### config.mk
export PLATFORM = sky130hd
export DESIGN_NAME = tx_pause_sched_flat
export DESIGN_NICKNAME = d
export VERILOG_FILES = /design/src/rtl/tx_pause_sched_if.sv /design/src/rtl/tx_pause_sched.sv /design/src/flat_wrapper.sv
export SDC_FILE = /design/constraint.sdc
export NUM_CORES = 1
export LEC_CHECK = 0
export CELL_PAD_IN_SITES_DETAIL_PLACEMENT = 0
export CELL_PAD_IN_SITES_GLOBAL_PLACEMENT = 1
export CORE_MARGIN = 5
export CORE_UTILIZATION = 29
export CTS_CLUSTER_SIZE = 10
export DETAILED_ROUTE_END_ITERATION = 8
export PLACE_DENSITY = 0.74
export SYNTH_ARGS = -nofsm -noshare
export SYNTH_HDL_FRONTEND = slang
export SYNTH_SLANG_ARGS = --single-unit
### constraint.sdc
create_clock -name clk -period 2.4 [get_ports clk]
set_input_delay 0.48 -clock clk [delete_from_list [all_inputs] [get_ports clk]]
set_output_delay 0.48 -clock clk [all_outputs]
set_load 0.1 [all_outputs]
### src/rtl/tx_pause_sched_if.sv
// AXI4-Stream bundle used for both the user TX input and the MAC TX output.
// master drives payload/valid, slave drives ready.
interface tx_pause_sched_if;
  logic [63:0] tdata;
  logic [7:0]  tkeep;
  logic        tvalid;
  logic        tlast;
  logic        tready;

  modport master (
    output tdata,
    output tkeep,
    output tvalid,
    output tlast,
    input  tready
  );

  modport slave (
    input  tdata,
    input  tkeep,
    input  tvalid,
    input  tlast,
    output tready
  );
endinterface

### src/rtl/tx_pause_sched.sv
// TX flow-control scheduler: gates user frames at frame boundaries while the partner
// has paused us and inserts locally generated 802.3x PAUSE (XOFF/XON) frames.
module tx_pause_sched #(
  parameter int unsigned REFRESH_W = 16
) (
  input  logic                 clk,
  input  logic                 aresetn,
  tx_pause_sched_if.slave      s_axis,
  tx_pause_sched_if.master     m_axis,
  input  logic                 rx_pause_active,
  input  logic                 xoff_req,
  input  logic                 cfg_tx_pause_enable,
  input  logic                 cfg_xon_enable,
  input  logic [47:0]          cfg_mac_sa,
  input  logic [15:0]          cfg_pause_quanta,
  input  logic [REFRESH_W-1:0] cfg_refresh_interval,
  output logic                 stat_pause_tx,
  output logic                 tx_held
);

  typedef enum logic [1:0] {StIdle, StUser, StPauseTx} state_e;

  localparam logic [2:0] LastBeat = 3'd7;

  state_e               state_q, state_d;
  logic [2:0]           beat_q, beat_d;
  logic [15:0]          tx_quanta_q, tx_quanta_d;
  logic [47:0]          tx_sa_q, tx_sa_d;
  logic                 pending_q, pending_d;
  logic [15:0]          req_quanta_q, req_quanta_d;
  logic [REFRESH_W-1:0] refresh_cnt_q, refresh_cnt_d;
  logic                 xoff_q;
  logic                 stat_q, stat_d;

  logic                 xoff_rise, xoff_fall;
  logic                 req;
  logic [15:0]          req_val;
  logic                 pause_done;
  logic [63:0]          pause_word;

  assign xoff_rise = xoff_req & ~xoff_q;
  assign xoff_fall = ~xoff_req & xoff_q;

  // Request generation: rise, periodic refresh while held, optional XON on fall.
  always_comb begin
    req           = 1'b0;
    req_val       = cfg_pause_quanta;
    refresh_cnt_d = refresh_cnt_q;
    if (!cfg_tx_pause_enable) begin
      refresh_cnt_d = '0;
    end else if (xoff_rise) begin
      req           = 1'b1;
      refresh_cnt_d = '0;
    end else if (xoff_req) begin
      if (cfg_refresh_interval == '0) begin
        refresh_cnt_d = '0;
      end else if (refresh_cnt_q == cfg_refresh_interval - REFRESH_W'(1)) begin
        req           = 1'b1;
        refresh_cnt_d = '0;
      end else begin
        refresh_cnt_d = refresh_cnt_q + REFRESH_W'(1);
      end
    end else begin
      refresh_cnt_d = '0;
      if (xoff_fall && cfg_xon_enable) begin
        req     = 1'b1;
        req_val = 16'h0000;
      end
    end
  end

  // Latest request wins; a request coinciding with frame completion stays pending.
  always_comb begin
    pending_d    = pending_q;
    req_quanta_d = req_quanta_q;
    if (pause_done) begin
      pending_d = 1'b0;
    end
    if (req) begin
      pending_d    = 1'b1;
      req_quanta_d = req_val;
    end
    if (!cfg_tx_pause_enable) begin
      pending_d = 1'b0;
    end
  end

  assign pause_done = (state_q == StPauseTx) && m_axis.tready && (beat_q == LastBeat);

  // PAUSE frame payload, byte n of the frame at tdata[8n+7:8n] of its beat.
  always_comb begin
    pause_word = 64'h0;
    case (beat_q)
      3'd0: pause_word = {tx_sa_q[39:32], tx_sa_q[47:40], 8'h01, 8'h00,
                          8'h00, 8'hC2, 8'h80, 8'h01};
      3'd1: pause_word = {8'h01, 8'h00, 8'h08, 8'h88,
                          tx_sa_q[7:0], tx_sa_q[15:8], tx_sa_q[23:16], tx_sa_q[31:24]};
      3'd2: pause_word = {48'h0, tx_quanta_q[7:0], tx_quanta_q[15:8]};
      default: pause_word = 64'h0;
    endcase
  end

  always_comb begin
    state_d       = state_q;
    beat_d        = beat_q;
    tx_quanta_d   = tx_quanta_q;
    tx_sa_d       = tx_sa_q;
    stat_d        = 1'b0;
    m_axis.tdata  = 64'h0;
    m_axis.tkeep  = 8'h00;
    m_axis.tvalid = 1'b0;
    m_axis.tlast  = 1'b0;
    s_axis.tready = 1'b0;

    unique case (state_q)
      StIdle: begin
        if (pending_q) begin
          state_d     = StPauseTx;
          beat_d      = 3'd0;
          tx_quanta_d = req_quanta_q;
          tx_sa_d     = cfg_mac_sa;
        end else if (s_axis.tvalid && !rx_pause_active) begin
          state_d = StUser;
        end
      end
      StUser: begin
        m_axis.tdata  = s_axis.tdata;
        m_axis.tkeep  = s_axis.tkeep;
        m_axis.tvalid = s_axis.tvalid;
        m_axis.tlast  = s_axis.tlast;
        s_axis.tready = m_axis.tready;
        if (s_axis.tvalid && m_axis.tready && s_axis.tlast) begin
          state_d = StIdle;
        end
      end
      StPauseTx: begin
        m_axis.tvalid = 1'b1;
        m_axis.tdata  = pause_word;
        m_axis.tkeep  = (beat_q == LastBeat) ? 8'h0F : 8'hFF;
        m_axis.tlast  = (beat_q == LastBeat);
        if (m_axis.tready) begin
          if (beat_q == LastBeat) begin
            state_d = StIdle;
            stat_d  = 1'b1;
          end else begin
            beat_d = beat_q + 3'd1;
          end
        end
      end
      default: state_d = StIdle;
    endcase
  end

  always_ff @(posedge clk or negedge aresetn) begin
    if (!aresetn) begin
      state_q       <= StIdle;
      beat_q        <= 3'd0;
      tx_quanta_q   <= 16'h0;
      tx_sa_q       <= 48'h0;
      pending_q     <= 1'b0;
      req_quanta_q  <= 16'h0;
      refresh_cnt_q <= '0;
      xoff_q        <= 1'b0;
      stat_q        <= 1'b0;
    end else begin
      state_q       <= state_d;
      beat_q        <= beat_d;
      tx_quanta_q   <= tx_quanta_d;
      tx_sa_q       <= tx_sa_d;
      pending_q     <= pending_d;
      req_quanta_q  <= req_quanta_d;
      refresh_cnt_q <= refresh_cnt_d;
      xoff_q        <= xoff_req;
      stat_q        <= stat_d;
    end
  end

  assign stat_pause_tx = stat_q;
  assign tx_held       = (state_q == StIdle) && s_axis.tvalid && rx_pause_active;

endmodule

### src/flat_wrapper.sv
// flat-port wrapper written by rule: the top's interface ports become plain ports
module tx_pause_sched_flat 
#(
  parameter int unsigned REFRESH_W = 16
)
  (clk, aresetn, rx_pause_active, xoff_req, cfg_tx_pause_enable, cfg_xon_enable, cfg_mac_sa, cfg_pause_quanta, cfg_refresh_interval, stat_pause_tx, tx_held, s_axis_tdata, s_axis_tkeep, s_axis_tvalid, s_axis_tlast, s_axis_tready, m_axis_tdata, m_axis_tkeep, m_axis_tvalid, m_axis_tlast, m_axis_tready);
  tx_pause_sched_if s_axis_i ();
  tx_pause_sched_if m_axis_i ();
  input  logic clk;
  input  logic aresetn;
  input  logic rx_pause_active;
  input  logic xoff_req;
  input  logic cfg_tx_pause_enable;
  input  logic cfg_xon_enable;
  input  logic [47:0] cfg_mac_sa;
  input  logic [15:0] cfg_pause_quanta;
  input  logic [REFRESH_W-1:0] cfg_refresh_interval;
  output logic stat_pause_tx;
  output logic tx_held;
  input wire logic [$bits(s_axis_i.tdata)-1:0] s_axis_tdata;
  input wire logic [$bits(s_axis_i.tkeep)-1:0] s_axis_tkeep;
  input wire logic [$bits(s_axis_i.tvalid)-1:0] s_axis_tvalid;
  input wire logic [$bits(s_axis_i.tlast)-1:0] s_axis_tlast;
  output wire logic [$bits(s_axis_i.tready)-1:0] s_axis_tready;
  output wire logic [$bits(m_axis_i.tdata)-1:0] m_axis_tdata;
  output wire logic [$bits(m_axis_i.tkeep)-1:0] m_axis_tkeep;
  output wire logic [$bits(m_axis_i.tvalid)-1:0] m_axis_tvalid;
  output wire logic [$bits(m_axis_i.tlast)-1:0] m_axis_tlast;
  input wire logic [$bits(m_axis_i.tready)-1:0] m_axis_tready;
  assign s_axis_i.tdata = s_axis_tdata;
  assign s_axis_i.tkeep = s_axis_tkeep;
  assign s_axis_i.tvalid = s_axis_tvalid;
  assign s_axis_i.tlast = s_axis_tlast;
  assign s_axis_tready = s_axis_i.tready;
  assign m_axis_tdata = m_axis_i.tdata;
  assign m_axis_tkeep = m_axis_i.tkeep;
  assign m_axis_tvalid = m_axis_i.tvalid;
  assign m_axis_tlast = m_axis_i.tlast;
  assign m_axis_i.tready = m_axis_tready;
  tx_pause_sched #(.REFRESH_W(REFRESH_W)) u_core (.clk(clk), .aresetn(aresetn), .s_axis(s_axis_i), .m_axis(m_axis_i), .rx_pause_active(rx_pause_active), .xoff_req(xoff_req), .cfg_tx_pause_enable(cfg_tx_pause_enable), .cfg_xon_enable(cfg_xon_enable), .cfg_mac_sa(cfg_mac_sa), .cfg_pause_quanta(cfg_pause_quanta), .cfg_refresh_interval(cfg_refresh_interval), .stat_pause_tx(stat_pause_tx), .tx_held(tx_held));
endmodule
; After elaboration in Yosys (flattened, before gate mapping)
; Cells that the tools add are included.
[classes]
addsub = 3
n_eq_ne = 13
mux = 38
bitwise = 4
reduce_logical = 16
[op_table]
columns = op, n
row1 = one-hot mux 64 bit (3 select lines), 1
row2 = 2-to-1 mux 16 bit, 9
row3 = one-hot mux 64 bit (2 select lines), 1
row4 = "adder 16 x 1 -> 16 bit, second input constant", 1
row5 = == test 16 bit, 1
row6 = zero test 16 bit, 1
row7 = one-hot mux 8 bit (2 select lines), 1
row8 = "subtractor 16 x 1 -> 16 bit, second input constant", 1
row9 = 2-to-1 mux 1 bit, 13
row10 = 2-to-1 mux 2 bit, 5
row11 = 2-to-1 mux 3 bit, 3
row12 = logical AND 1 bit, 8
row13 = 2-to-1 mux 8 bit, 1
row14 = AND reduction 4 bit, 2
row15 = "!= test 2 bit, second input constant", 3
row16 = "!= test 3 x 1 -> 1 bit, second input constant", 2
row17 = one-hot mux 2 bit (3 select lines), 1
row18 = one-hot mux 3 bit (2 select lines), 1
row19 = "!= test 2 x 1 -> 1 bit, second input constant", 2
row20 = one-hot mux 1 bit (2 select lines), 2
row21 = "adder 3 x 1 -> 3 bit, second input constant", 1
row22 = "== test 3 x 1 -> 1 bit, second input constant", 1
row23 = "== test 3 x 2 -> 1 bit, second input constant", 1
row24 = "== test 3 bit, second input constant", 1
row25 = other kinds (9), 11
[totals]
regBits = 104
in_bits = 161
elab_cells = 83

; Depth between registers and ports, before layout
[logic_depth]
depth_word = 9
ltp_mapped = 12
depth_no_buf = 9

; Worst setup path before layout
; OpenSTA, ideal clock, no wires.
[synth_path]
path_kind = flip-flop to output port
from = reg u_core.beat_q[1]
to = out m_axis_tdata[11]
arrival_time_ns = 3.487
t_required_ns = 1.920
slack_ns = -1.567
stages_incl_launch_ff = 8
path_buffers = 2
path_cell_list = dfrtp_1 inv_1 ha_1 nor2b_1 clkbuf_1 clkbuf_1 a22oi_1 o21ai_0
[synth_between]
elab_chain_cells = 3
elab_cells_between_ends = 5
cone_classes = eq/ne (2) / mux (2) / reduce/logical (1)
[synth_lines]
columns = element, line_no
row1 = "start, declared", tx_pause_sched.sv:26  ; logic [2:0] beat_q, beat_d;
row2 = "start signal, assigned", tx_pause_sched.sv:167  ; beat_q <= beat_d;
row3 = "== test 3 x 2 -> 1 bit, or another cell as far along", tx_pause_sched.sv:93  ; case (beat_q)
row4 = one-hot mux 64 bit (3 select lines) *, tx_pause_sched.sv:93
row5 = one-hot mux 64 bit (2 select lines) *, tx_pause_sched.sv:115  ; unique case (state_q)
row6 = "end, declared", flat_wrapper.sv:25  ; output wire logic [$bits(m_axis_i.tdata)-1:0] m_axis_tdata;
; Every way passes the cells marked *; elsewhere a longest branch is shown, timed or not.

; Final worst setup path
[layout_path]
from = reg u_core.beat_q[0]
to = out m_axis_tdata[56]
; Same word-level chain as after synthesis.

==> metrics.md <==
| Metric | Value |
|---|---|
| Status | finished, violations left |
| Failing checks | setup timing |
| Clock skew | ~12 ps |
| Number of I/O port buffers | 237 |
| Final Instance Area | 0.0115 mm² |
| Yosys warning count | 0 |
| Gate Count Post-Synth | 588 |
| Routed WL | 22.7 mm |
| Fraction of layout cells with a size suffix above 1 | 0.443 |
| Leakage | ~5.1 nW |
| CP Capture Type | output pin |
| Ys flop type | dfrtp_1 |
| GRT Overall Usage | 0.185 |
| Antenna diode count | 0 |
| Slew Viols, Final | 0 |
| First-pass GRT wire length | 33.1 mm |
| Clk pin slew, worst setup/hold paths | about 80 ps |
| Crit path DAT | 2090 ps |
| CTS H-tree depth | 3 |
| DR WL/cell | 19.5 µm |
| # DRC | 0 |
| Placed Cells | 1107 |
| Net Count, Synth | 759 |
| DP Wirelength | ~17 mm |
| Root Buffer | clkbuf_16 |
| Worst EP required | roughly 1900 ps |
| Hold WC Path Type | in2async |
| Antenna-violating nets left | 0 |
| Final hold vios | 0 |
| Register bit count reported by yosys | 104 |
| Fin crit share | 1.07 |
| Vias per cell | 4.91 |
| Post-Syn Area | a little under 0.006 mm² |
| Core area | 0.0195 mm² |
| Vias in the first global route | 5964 |
| Max VDD drop | 0.405 mV |
| Placed Area | 0.0100 mm² |
| Crit path kind | reg2out |
| Unique masters post-synth | 53 |
| Worst-Margin Slew | 501 ps |
| Clock latency on the worst-skew pair | 350 ps |
| Final core occ | 0.588 |
| Placer's final routability congestion estimate | 0.883 |
| CTS max path bufs | 2 |
| CTS tree | built |
| Relative max-transition margin | 0.662 |
| Antenna violations before repair | 1 |
| RSZ-0062 raised after global routing | true |
| Post-Route Setup TNS | -5150 ps |
| Cts bufs inserted | 9 |
| CP Launch Type | flip-flop |
| Via count | around 5700 |
| Post-synth EDFFs | 0 |
| Die width | 151 µm |
| Non-Filler Instances | around 1200 |
| Async SR Flop Fraction | 1.00 |
| Initial DRT Pass Iterations | 4 |
| Max Fanout on Critical Path | 3 |
| Seq/Total Area, Yosys | 0.452 |
| Num Clock Sinks | 104 |
| Synthesized area per cell | 9.80 µm² |
| Number of core rows | 51 |
| Gr ovfl total | 0 |
| Initial Util | 0.295 |
| Synth-to-Final Area Change | 99.4% |
| Final Net Count | between 1000 and 1500 |
| Die H | roughly 150 µm |
| Initial DRC count | 206 |
| Min Tclk post-route | about 2600 ps |
| Most frequent cells in the layout | clkdlybuf4s50_1, dfrtp_1, buf_12 |
| Setup-failing EPs final | 57 |
| Die area | 0.0228 mm² |
| Commonest non-fill, non-tap cell in the layout | clkdlybuf4s50_1 |
| # IOs | between 200 and 250 |
| Fmax | 389 MHz |
| Max Cap Violations | 0 |
| Largest net degree at the start of global routing | 39 |
| Setup ws final | -172 ps |
| Pwr dens | between 1000 and 1500 mW/mm² |
what timing repair did:
item,in CTS,in global routing
hold buffers,0,0
endpoints found under the setup margin,94,92
gates cloned,7,4
pin swaps,31,31
setup buffers,22,8
gates resized for setup,110,83
cells in the mapped netlist (10+ instances only):
cell	instances	area, µm²
ha_1	10	125
nand3_1	14	70.1
xnor2_1	11	96.3
and3_1	20	125
a22oi_1	16	120
nor2_1	25	93.8
a22o_1	31	272
mux2_2	49	552
dfrtp_1	104	2600
o21ai_0	44	220
nand2_1	84	315
mux2i_1	17	170
clkbuf_1	30	113
xor2_1	16	140
inv_1	29	109
nor2b_1	11	68.8
routing by layer:
layer | routed length (µm) | GRT usage
met5 | 13 | 0
met4 | 519 | 0.0508
met3 | 1620 | 0.0467
met2 | 11400 | 0.327
met1 | 9140 | 0.224
through the flow:
stage | power (mW) | worst slack [ps] | hold slack [ps]
3_3_place_gp | 9.99 | -694 | 479
4_1_cts | 12.5 | -211 | 110
2_1_floorplan | 7.41 | -188 | 184
3_5_place_dp | 10.1 | -767 | 489
5_1_grt | 13.3 | -267 | 128
6_report | 12.8 | -172 | 99.0
report_power, final:
group	switching (mW)	total [mW]	leakage, nW	internal [mW]
sequential	0.507	2.90	1.27	2.39
clock	0.724	1.46	0.143	0.738
combinational	4.81	8.43	3.64	3.62
total	6.04	12.8	5.06	6.75
final cells by class:
type                       count  area [µm²]
clock inverter                 7        72.6
fill                        1544        8040
inverter                      29         111
multi-input combinational    416        3920
tap                          265         332
clock buffer                   9         225
sequential                   104        2600
timing repair buffer         331        4230
worst max-delay path, stage by stage (launching register included):
cell,delay (ps)
dfrtp_1,400
buf_6,130
ha_4,150
nor2b_4,120
buf_6,120
buf_6,110
a222oi_1,470
nor2b_4,80
buf_12,180
sequential cells by signal (all words and copies together), names as in the netlist:
signal	flops
u_core.beat_q	3
u_core.pending_q	1
u_core.refresh_cnt_q	16
u_core.req_quanta_q	16
u_core.stat_pause_tx	1
u_core.state_q	2
u_core.tx_quanta_q	16
u_core.tx_sa_q	48
u_core.xoff_q	1
worst paths after layout:
check | startpoint | to | slack (ps) | cells after the start
setup reg to reg | u_core.refresh_cnt_q[10]$_DFF_PN0_ | u_core.req_quanta_q[6]$_DFFE_PN0P_ | -50 | 7
hold reg to reg | u_core.req_quanta_q[9]$_DFFE_PN0P_ | u_core.req_quanta_q[9]$_DFFE_PN0P_ | 520 | 2
hold / removal | aresetn | u_core.tx_quanta_q[9]$_DFFE_PN0P_ | 100 | 1
min in group clk | u_core.req_quanta_q[9]$_DFFE_PN0P_ | u_core.req_quanta_q[9]$_DFFE_PN0P_ | 520 | 2
max in group asynchronous | aresetn | u_core.tx_sa_q[8]$_DFFE_PN0P_ | 1710 | 2
setup / recovery | u_core.beat_q[0]$_DFFE_PN0P_ | m_axis_tdata[56] | -170 | 8
cells by family after synthesis:
logic type,after synthesis,synth area share
flip-flops,104,0.452
adder cells (fa/ha/maj),10,0.0217
buffers and inverters,68,0.0478
AO/OA/AOI/OAI,119,0.143
multiplexers,66,0.125
XOR/XNOR,27,0.0411
AND/OR/NAND/NOR,194,0.169
Power figures use the tool's default switching activity.
